==> src/rtl/truth_table_sequencer_if.sv <==
// Shared bus between the truth-table sequencer (slave) and the bench or
// harness that owns the two function implementations (master).
interface truth_table_sequencer_if #(
  parameter int N_IN = 4
);
  logic                 start;
  logic [N_IN-1:0]      abcd;
  logic                 fa;
  logic                 fb;
  logic                 busy;
  logic                 done;
  logic [2**N_IN-1:0]   table_a;
  logic [2**N_IN-1:0]   table_b;
  logic                 mismatch;
  logic [N_IN-1:0]      first_bad;

  modport master (
    output start, fa, fb,
    input  abcd, busy, done, table_a, table_b, mismatch, first_bad
  );

  modport slave (
    input  start, fa, fb,
    output abcd, busy, done, table_a, table_b, mismatch, first_bad
  );
endinterface

==> src/rtl/truth_table_sequencer.sv <==
// Sweeps a 2**N_IN-entry input space, records two candidate outputs per vector
// and flags the lowest disagreeing index. Optional macro: STOP_ON_MISMATCH_EN.
module truth_table_sequencer #(
  parameter int N_IN   = 4,
  parameter int SETTLE = 1
) (
  input  logic                    clk,
  input  logic                    rst_n,
  truth_table_sequencer_if.slave  bus
);

  localparam int              NV       = 1 << N_IN;
  localparam logic [N_IN-1:0] LAST     = N_IN'(NV - 1);
  localparam logic [3:0]      SETTLE_C = 4'(SETTLE);

  typedef enum logic [1:0] {IDLE, HOLD, SAMPLE, DONE} state_t;

  state_t          state;
  state_t          state_nxt;
  logic [3:0]      hold_cnt;
  logic [N_IN-1:0] abcd_r;
  logic [N_IN-1:0] first_bad_r;
  logic [NV-1:0]   table_a_r;
  logic [NV-1:0]   table_b_r;
  logic            busy_r;
  logic            done_r;
  logic            mismatch_r;
  logic            busy_d;
  logic            done_d;
  logic            accept;
  logic            last_vec;
  logic            stop_now;
  state_t          vec_entry;

  assign accept    = (state == IDLE) && bus.start;
  assign last_vec  = (abcd_r == LAST);
  // With no settle time a vector is sampled on the very next edge.
  assign vec_entry = (SETTLE_C == 4'd0) ? SAMPLE : HOLD;

`ifdef STOP_ON_MISMATCH_EN
  logic sample_bad;
  assign sample_bad = (state == SAMPLE) && (bus.fa != bus.fb);
  assign stop_now   = sample_bad;
`else
  assign stop_now   = 1'b0;
`endif

  always_ff @(posedge clk or negedge rst_n) begin
    if (!rst_n) state <= IDLE;
    else        state <= state_nxt;
  end

  always_comb begin
    state_nxt = state;
    case (state)
      IDLE:    if (bus.start) state_nxt = vec_entry;
      HOLD:    if (({1'b0, hold_cnt} + 5'd1) >= {1'b0, SETTLE_C}) state_nxt = SAMPLE;
      SAMPLE:  state_nxt = (last_vec || stop_now) ? DONE : vec_entry;
      DONE:    state_nxt = IDLE;
      default: state_nxt = IDLE;
    endcase
  end

  // busy/done are registered, so they lag the state by one edge: done lands
  // in the cycle after DONE, together with busy falling.
  always_comb begin
    busy_d = (state_nxt != IDLE);
    done_d = (state == DONE);
  end

  always_ff @(posedge clk or negedge rst_n) begin
    if (!rst_n) begin
      busy_r      <= 1'b0;
      done_r      <= 1'b0;
      hold_cnt    <= 4'd0;
      abcd_r      <= '0;
      table_a_r   <= '0;
      table_b_r   <= '0;
      mismatch_r  <= 1'b0;
      first_bad_r <= '0;
    end else begin
      busy_r <= busy_d;
      done_r <= done_d;
      if (accept) begin
        abcd_r      <= '0;
        hold_cnt    <= 4'd0;
        table_a_r   <= '0;
        table_b_r   <= '0;
        mismatch_r  <= 1'b0;
        first_bad_r <= '0;
      end else begin
        case (state)
          HOLD: hold_cnt <= hold_cnt + 4'd1;
          SAMPLE: begin
            table_a_r[abcd_r] <= bus.fa;
            table_b_r[abcd_r] <= bus.fb;
            if ((bus.fa != bus.fb) && !mismatch_r) begin
              mismatch_r  <= 1'b1;
              first_bad_r <= abcd_r;
            end
            hold_cnt <= 4'd0;
            abcd_r   <= (state_nxt == DONE) ? '0 : abcd_r + 1'b1;
          end
          default: ;
        endcase
      end
    end
  end

  assign bus.abcd      = abcd_r;
  assign bus.busy      = busy_r;
  assign bus.done      = done_r;
  assign bus.table_a   = table_a_r;
  assign bus.table_b   = table_b_r;
  assign bus.mismatch  = mismatch_r;
  assign bus.first_bad = first_bad_r;

endmodule

==> src/flat_wrapper.sv <==
// flat-port wrapper written by rule: the top's interface ports become plain ports
module truth_table_sequencer_flat 
#(
  parameter int N_IN   = 4,
  parameter int SETTLE = 1
)
  (clk, rst_n, bus_start, bus_fa, bus_fb, bus_abcd, bus_busy, bus_done, bus_table_a, bus_table_b, bus_mismatch, bus_first_bad);
  truth_table_sequencer_if #(.N_IN(N_IN)) bus_i ();
  input  logic clk;
  input  logic rst_n;
  input wire logic [$bits(bus_i.start)-1:0] bus_start;
  input wire logic [$bits(bus_i.fa)-1:0] bus_fa;
  input wire logic [$bits(bus_i.fb)-1:0] bus_fb;
  output wire logic [$bits(bus_i.abcd)-1:0] bus_abcd;
  output wire logic [$bits(bus_i.busy)-1:0] bus_busy;
  output wire logic [$bits(bus_i.done)-1:0] bus_done;
  output wire logic [$bits(bus_i.table_a)-1:0] bus_table_a;
  output wire logic [$bits(bus_i.table_b)-1:0] bus_table_b;
  output wire logic [$bits(bus_i.mismatch)-1:0] bus_mismatch;
  output wire logic [$bits(bus_i.first_bad)-1:0] bus_first_bad;
  assign bus_i.start = bus_start;
  assign bus_i.fa = bus_fa;
  assign bus_i.fb = bus_fb;
  assign bus_abcd = bus_i.abcd;
  assign bus_busy = bus_i.busy;
  assign bus_done = bus_i.done;
  assign bus_table_a = bus_i.table_a;
  assign bus_table_b = bus_i.table_b;
  assign bus_mismatch = bus_i.mismatch;
  assign bus_first_bad = bus_i.first_bad;
  truth_table_sequencer #(.N_IN(N_IN), .SETTLE(SETTLE)) u_core (.clk(clk), .rst_n(rst_n), .bus(bus_i));
endmodule
==> config.mk <==
export PLATFORM = sky130hd
export DESIGN_NAME = truth_table_sequencer_flat
export DESIGN_NICKNAME = d
export VERILOG_FILES = /design/src/rtl/truth_table_sequencer_if.sv /design/src/rtl/truth_table_sequencer.sv /design/src/flat_wrapper.sv
export SDC_FILE = /design/constraint.sdc
export NUM_CORES = 1
export LEC_CHECK = 0
export ABC_CLOCK_PERIOD_IN_PS = 2100
export CAP_MARGIN = 20
export CORE_ASPECT_RATIO = 0.7
export CORE_UTILIZATION = 50
export DETAILED_ROUTE_END_ITERATION = 12
export GPL_ROUTABILITY_DRIVEN = 1
export PLACE_DENSITY = 0.79
export SLEW_MARGIN = 20
export SYNTH_ARGS = -nofsm -noshare
export SYNTH_HDL_FRONTEND = slang
export SYNTH_SLANG_ARGS = --single-unit
==> constraint.sdc <==
create_clock -name clk -period 2.1 [get_ports clk]
set_input_delay 0.315 -clock clk [delete_from_list [all_inputs] [get_ports clk]]
set_output_delay 0.315 -clock clk [all_outputs]
set_load 0.01 [all_outputs]
[Yosys cells after proc, flatten, opt, wreduce, memory -nomap -nowiden]
Cells that the tools add are included.
Storage, ports and cells
  bits in registers: 49
  bits of input ports: 5
  output and inout bits: 43
  word-level logic and storage cells: 54
Operators by class
  $add $sub $neg: 3
  $lt $le $gt $ge: 3
  eq/ne operators: 6
  muxes and demuxes: 23
  reductions and logical operators: 10
Operator list (count)
  16-bit 2-to-1 mux: 4
  16-bit bitwise mux: 2
  4-bit 2-to-1 mux: 7
  4-bit by 1-bit adder with 4-bit output, second input constant: 2
  2-bit case mux with 4 select lines: 1
  4-bit case mux with 2 select lines: 1
  2-bit == test, second input constant: 3
  2-bit 2-to-1 mux: 3
  2-bit nonzero test: 3
  4-bit by 1-bit adder with 5-bit output, second input constant: 1
  5-bit by 1-bit >= comparator with 1-bit output, second input constant: 1
  4-bit by 5-bit less-than comparator with 1-bit output, second input constant: 1
  1-bit demux with 4-bit select: 1
  4-bit == test, second input constant: 1
  4-bit by 1-bit >= comparator with 1-bit output, second input constant: 1
  1-bit 2-to-1 mux: 4
  1-bit logical AND: 3
  3-bit nonzero test: 1
  2-bit by 1-bit == test with 1-bit output, second input constant: 1
  2-bit zero test: 1
  2-bit AND reduction: 1
  1-bit zero test: 1
  1-bit inequality test: 1

[Depth between registers and ports, before layout]
  depth in word-level cells: 8
  mapped depth: 6

[Least setup slack after synthesis]
OpenSTA, ideal clock, no wires.
  path type: register to register
  start: reg u_core.hold_cnt[0]
  end: reg u_core.state[0]
  library setup time: 0.094 ns
  arrival: 1.453 ns
  data required time: 2.006 ns
  slack: 0.553 ns
  cell stages (with the launch flop): 5
  path through: dfrtp_1 -> inv_1 -> ha_1 -> or4b_1 -> a211oi_1
On the way
  word-level cells in the longest chain between the ends: 4
RTL lines
  start: declaration: RTL line truth_table_sequencer.sv:20  | logic [3:0] hold_cnt;
  start signal: assignment: RTL line truth_table_sequencer.sv:93  | HOLD: hold_cnt <= hold_cnt + 4'd1;
  4-bit by 1-bit adder with 5-bit output: RTL line truth_table_sequencer.sv:57  | HOLD: if (({1'b0, hold_cnt} + 5'd1) >= {1'b0, SETTLE_C}) state_nxt = SAMPLE;
  5-bit by 1-bit >= comparator with 1-bit output: RTL line truth_table_sequencer.sv:57
  2-bit 2-to-1 mux: RTL line truth_table_sequencer.sv:57
  2-bit case mux with 4 select lines: RTL line truth_table_sequencer.sv:55  | case (state)
  named net u_core.state_nxt[0]: RTL line truth_table_sequencer.sv:19  | state_t state_nxt;
  end signal: assignment: RTL line truth_table_sequencer.sv:50  | else state <= state_nxt;
  end: declaration: RTL line truth_table_sequencer.sv:18  | state_t state;
The timed path passes the listed nets, and every way through them passes these cells.
A chain may end at the register's enable or synchronous reset.

[Worst setup path in the final report]
  start: reg u_core.abcd_r[2], in the netlist u_core.bus.abcd[2]
  end: out bus_abcd[2]
RTL lines
  start: declaration: RTL line truth_table_sequencer.sv:21  | logic [N_IN-1:0] abcd_r;
  start signal: assignment: RTL line truth_table_sequencer.sv:102  | abcd_r <= (state_nxt == DONE) ? '0 : abcd_r + 1'b1;
  end: declaration: RTL line flat_wrapper.sv:14  | output wire logic [$bits(bus_i.abcd)-1:0] bus_abcd;
No word-level cell between the ends.

==> impl_metrics.toml <==
[logic_synthesis]
netlist_instances = 259
yosysMostFrequentCell = "dfrtp_1"
synth.avg_cell_area_um2 = 9.47
synthTopCellsByArea = "dfrtp_1, nand2_1, nand3_1"
ys_ff_latch = 49
synthFlopType = "dfrtp_1"
synth_nets = 270
synth_enable_flop_cells = 0
synth-seq-area-share_pct = 50.0
async_reset_ff_share_pct = 100
synthTopCellsByCount = "dfrtp_1, nand2_1, nand3_1"
yosysUniqueCellTypes = 40
synth_area_um2 = 2450
synth_top_area_share_pct = 50.0
yosys.area.top_type = "dfrtp_1"
ys_warn_count = 0

[cells_and_area]
final_net_count = 313
syn_to_final_growth_pct = 24.8
antenna_cells = 0
fill_cells = 362
drive_gt1_share_pct = 8.58
postLayoutCellArea_um2 = 3060

[floorplan]
dieHeight_um = 60.6
ioPinCount = 48
core_area_um2 = 4530
fp.dieArea_um2 = 5200
row_count = 20
fp.dieW_um = 85.7
initial_utilization_pct = 54.2

[timing]
finalCritPeriodShare_pct = 85.4
slew_violations = 0
fin_skew_ns = 0.00282
rsz0062_at_grt = "false"
hold_viol = 0
clock.fmax_ghz = 0.557
setup_tns_ns = 0
fin_crit_ns = 1.79
slew-limit-headroom_pct = 60.1
setup_viol = 0
tightestPinTransition_ns = 0.599
worst_slack_ns = 0.306

[setup_path]
crit_slowest_cell = "clkdlybuf4s50_1"
rr_worst_depth = 4
crit_cells = 1
path_cells = "clkdlybuf4s50_1"
r2r_start = "u_core.hold_cnt[0]"
crit_fanout = 12
timing.rr.end = "u_core.state[0]"
max_stage_delay_ns = 0.61
crit_buf_inv = 1
crit_type = "reg2out"
arrival_ns = 1.48
reg2reg_slack_ns = 0.44
cp_top_family = "buffers and inverters"
endpoint_kind = "output port"
cp.required_ns = 1.78
worstSetupStartpointType = "flop"

[global_route]
grt_max_degree = 50
grt_pass1_wl_mm = 9.56
antenna_found_initial = 0
overflow = 0
grt_pass1_vias = 1942
gr-usage-all-layers_pct = 24.3

[clock_network]
clock_path_buffers = 2
cts_htree_levels = 2
cts_setup_buffers = 0
ctsHoldBuffers = 0
numCtsBuffers = 5
cts_tree = "built"
cts.sinks = 49
root_buffer = "clkbuf_8"
clk_pin_slew_ns = 0.08
cts_resized = 0
clock_latency_ns = 0.30

[status]
run_status = "complete, no violations"

[drt]
wl_per_cell_um = 15.3
remaining_drc_errors = 0
detail-route-antenna-nets = 0
drtIter0Drc = 145
first_pass_iters = 4
via_per_inst = 5.60
dr_total_vias = 2067
wl_mm = 5.64

[place]
dp_hpwl_mm = 4.04
port_buffers = 47
gp_congestion = 0.839
dp_slack_ns = 0.227
placed_cell_area_um2 = 2980

[pwr]
irDropWorstVdd_mv = 0.623
powerDensity_nw_per_um2 = 935
leakagePower_nw = 1.34

[worst_hold_path]
hold_class = "in2async"

[job]
maxCapViolCount = 0
-- power by group --
part           switching [mW]  internal, mW  leakage, nW
registers               0.133          1.10        0.670
logic                   0.617         0.487        0.633
clock network           0.292         0.237       0.0395
-- area by class of cell --
type                       count  area (um2)  area share (%)
tap                           66        82.6            2.70
sequential                    49        1230            40.0
timing repair buffer          56         546            17.8
clock buffer                   8        80.1            2.61
inverter                       9        33.8            1.10
multi-input combinational    181        1090            35.7
-- worst max-delay path by stage --
stage / from / endpoint
after CTS: u_core.bus.abcd[2] / bus_abcd[2]
after detailed placement: bus_start / u_core.bus.table_a[14]
after global placement: bus_start / u_core.bus.table_a[14]
after global routing: u_core.bus.abcd[2] / bus_abcd[2]
final: u_core.bus.abcd[2] / bus_abcd[2]
after floorplan: u_core.hold_cnt[0] / u_core.state[0]
-- logic make-up after synthesis --
logic type               Yosys count  share of synthesized area (%)
AO/OA/AOI/OAI                     55                           15.6
buffers and inverters             29                           5.41
adder cells (fa/ha/maj)            6                           3.06
AND/OR/NAND/NOR                  114                           23.6
multiplexers                       5                           2.09
XOR/XNOR                           1                          0.357
flip-flops                        49                           50.0
-- flip-flops by register name (all words and copies together), names as in the netlist --
signal / count
u_core.bus.first_bad: 4
u_core.state: 2
u_core.bus.abcd: 4
u_core.bus.table_a: 16
u_core.bus.mismatch: 1
u_core.bus.table_b: 16
u_core.bus.done: 1
u_core.hold_cnt: 4
u_core.bus.busy: 1
-- per-stage QoR --
step / utilization, % / power (mW) / hold WS [ns] / instances
floorplan: - / 1.91 / 0.0194 / 259
global placement: 65.9 / 2.31 / 0.451 / 361
detailed placement: 65.9 / 2.35 / 0.453 / 361
CTS: 67.6 / 2.88 / 0.129 / 369
global route: 67.6 / 3.06 / 0.166 / 369
finish: 67.6 / 2.86 / 0.110 / 369
-- cell usage in the layout (no fill, tap or decap), types with 8 or more instances in the layout --
master           netlist  routed
dfrtp_1               49      49
nor2_1                11      11
o21ai_1                9       9
nand2_1               40      40
o21ai_0               20      20
o211ai_2               8       8
clkdlybuf4s50_1        0      46
buf_4                  0       8
nand3_1               29      29
inv_1                  9       9
-- layer usage --
metal	global-route usage, %	wire [um]	vias to the layer above
li1	-	-	984
met1	35.7	2840	992
met2	37.0	2360	80
met3	4.90	356	11
met4	7.14	80	0
met5	0	0	-
Power figures use the tool's default switching activity.
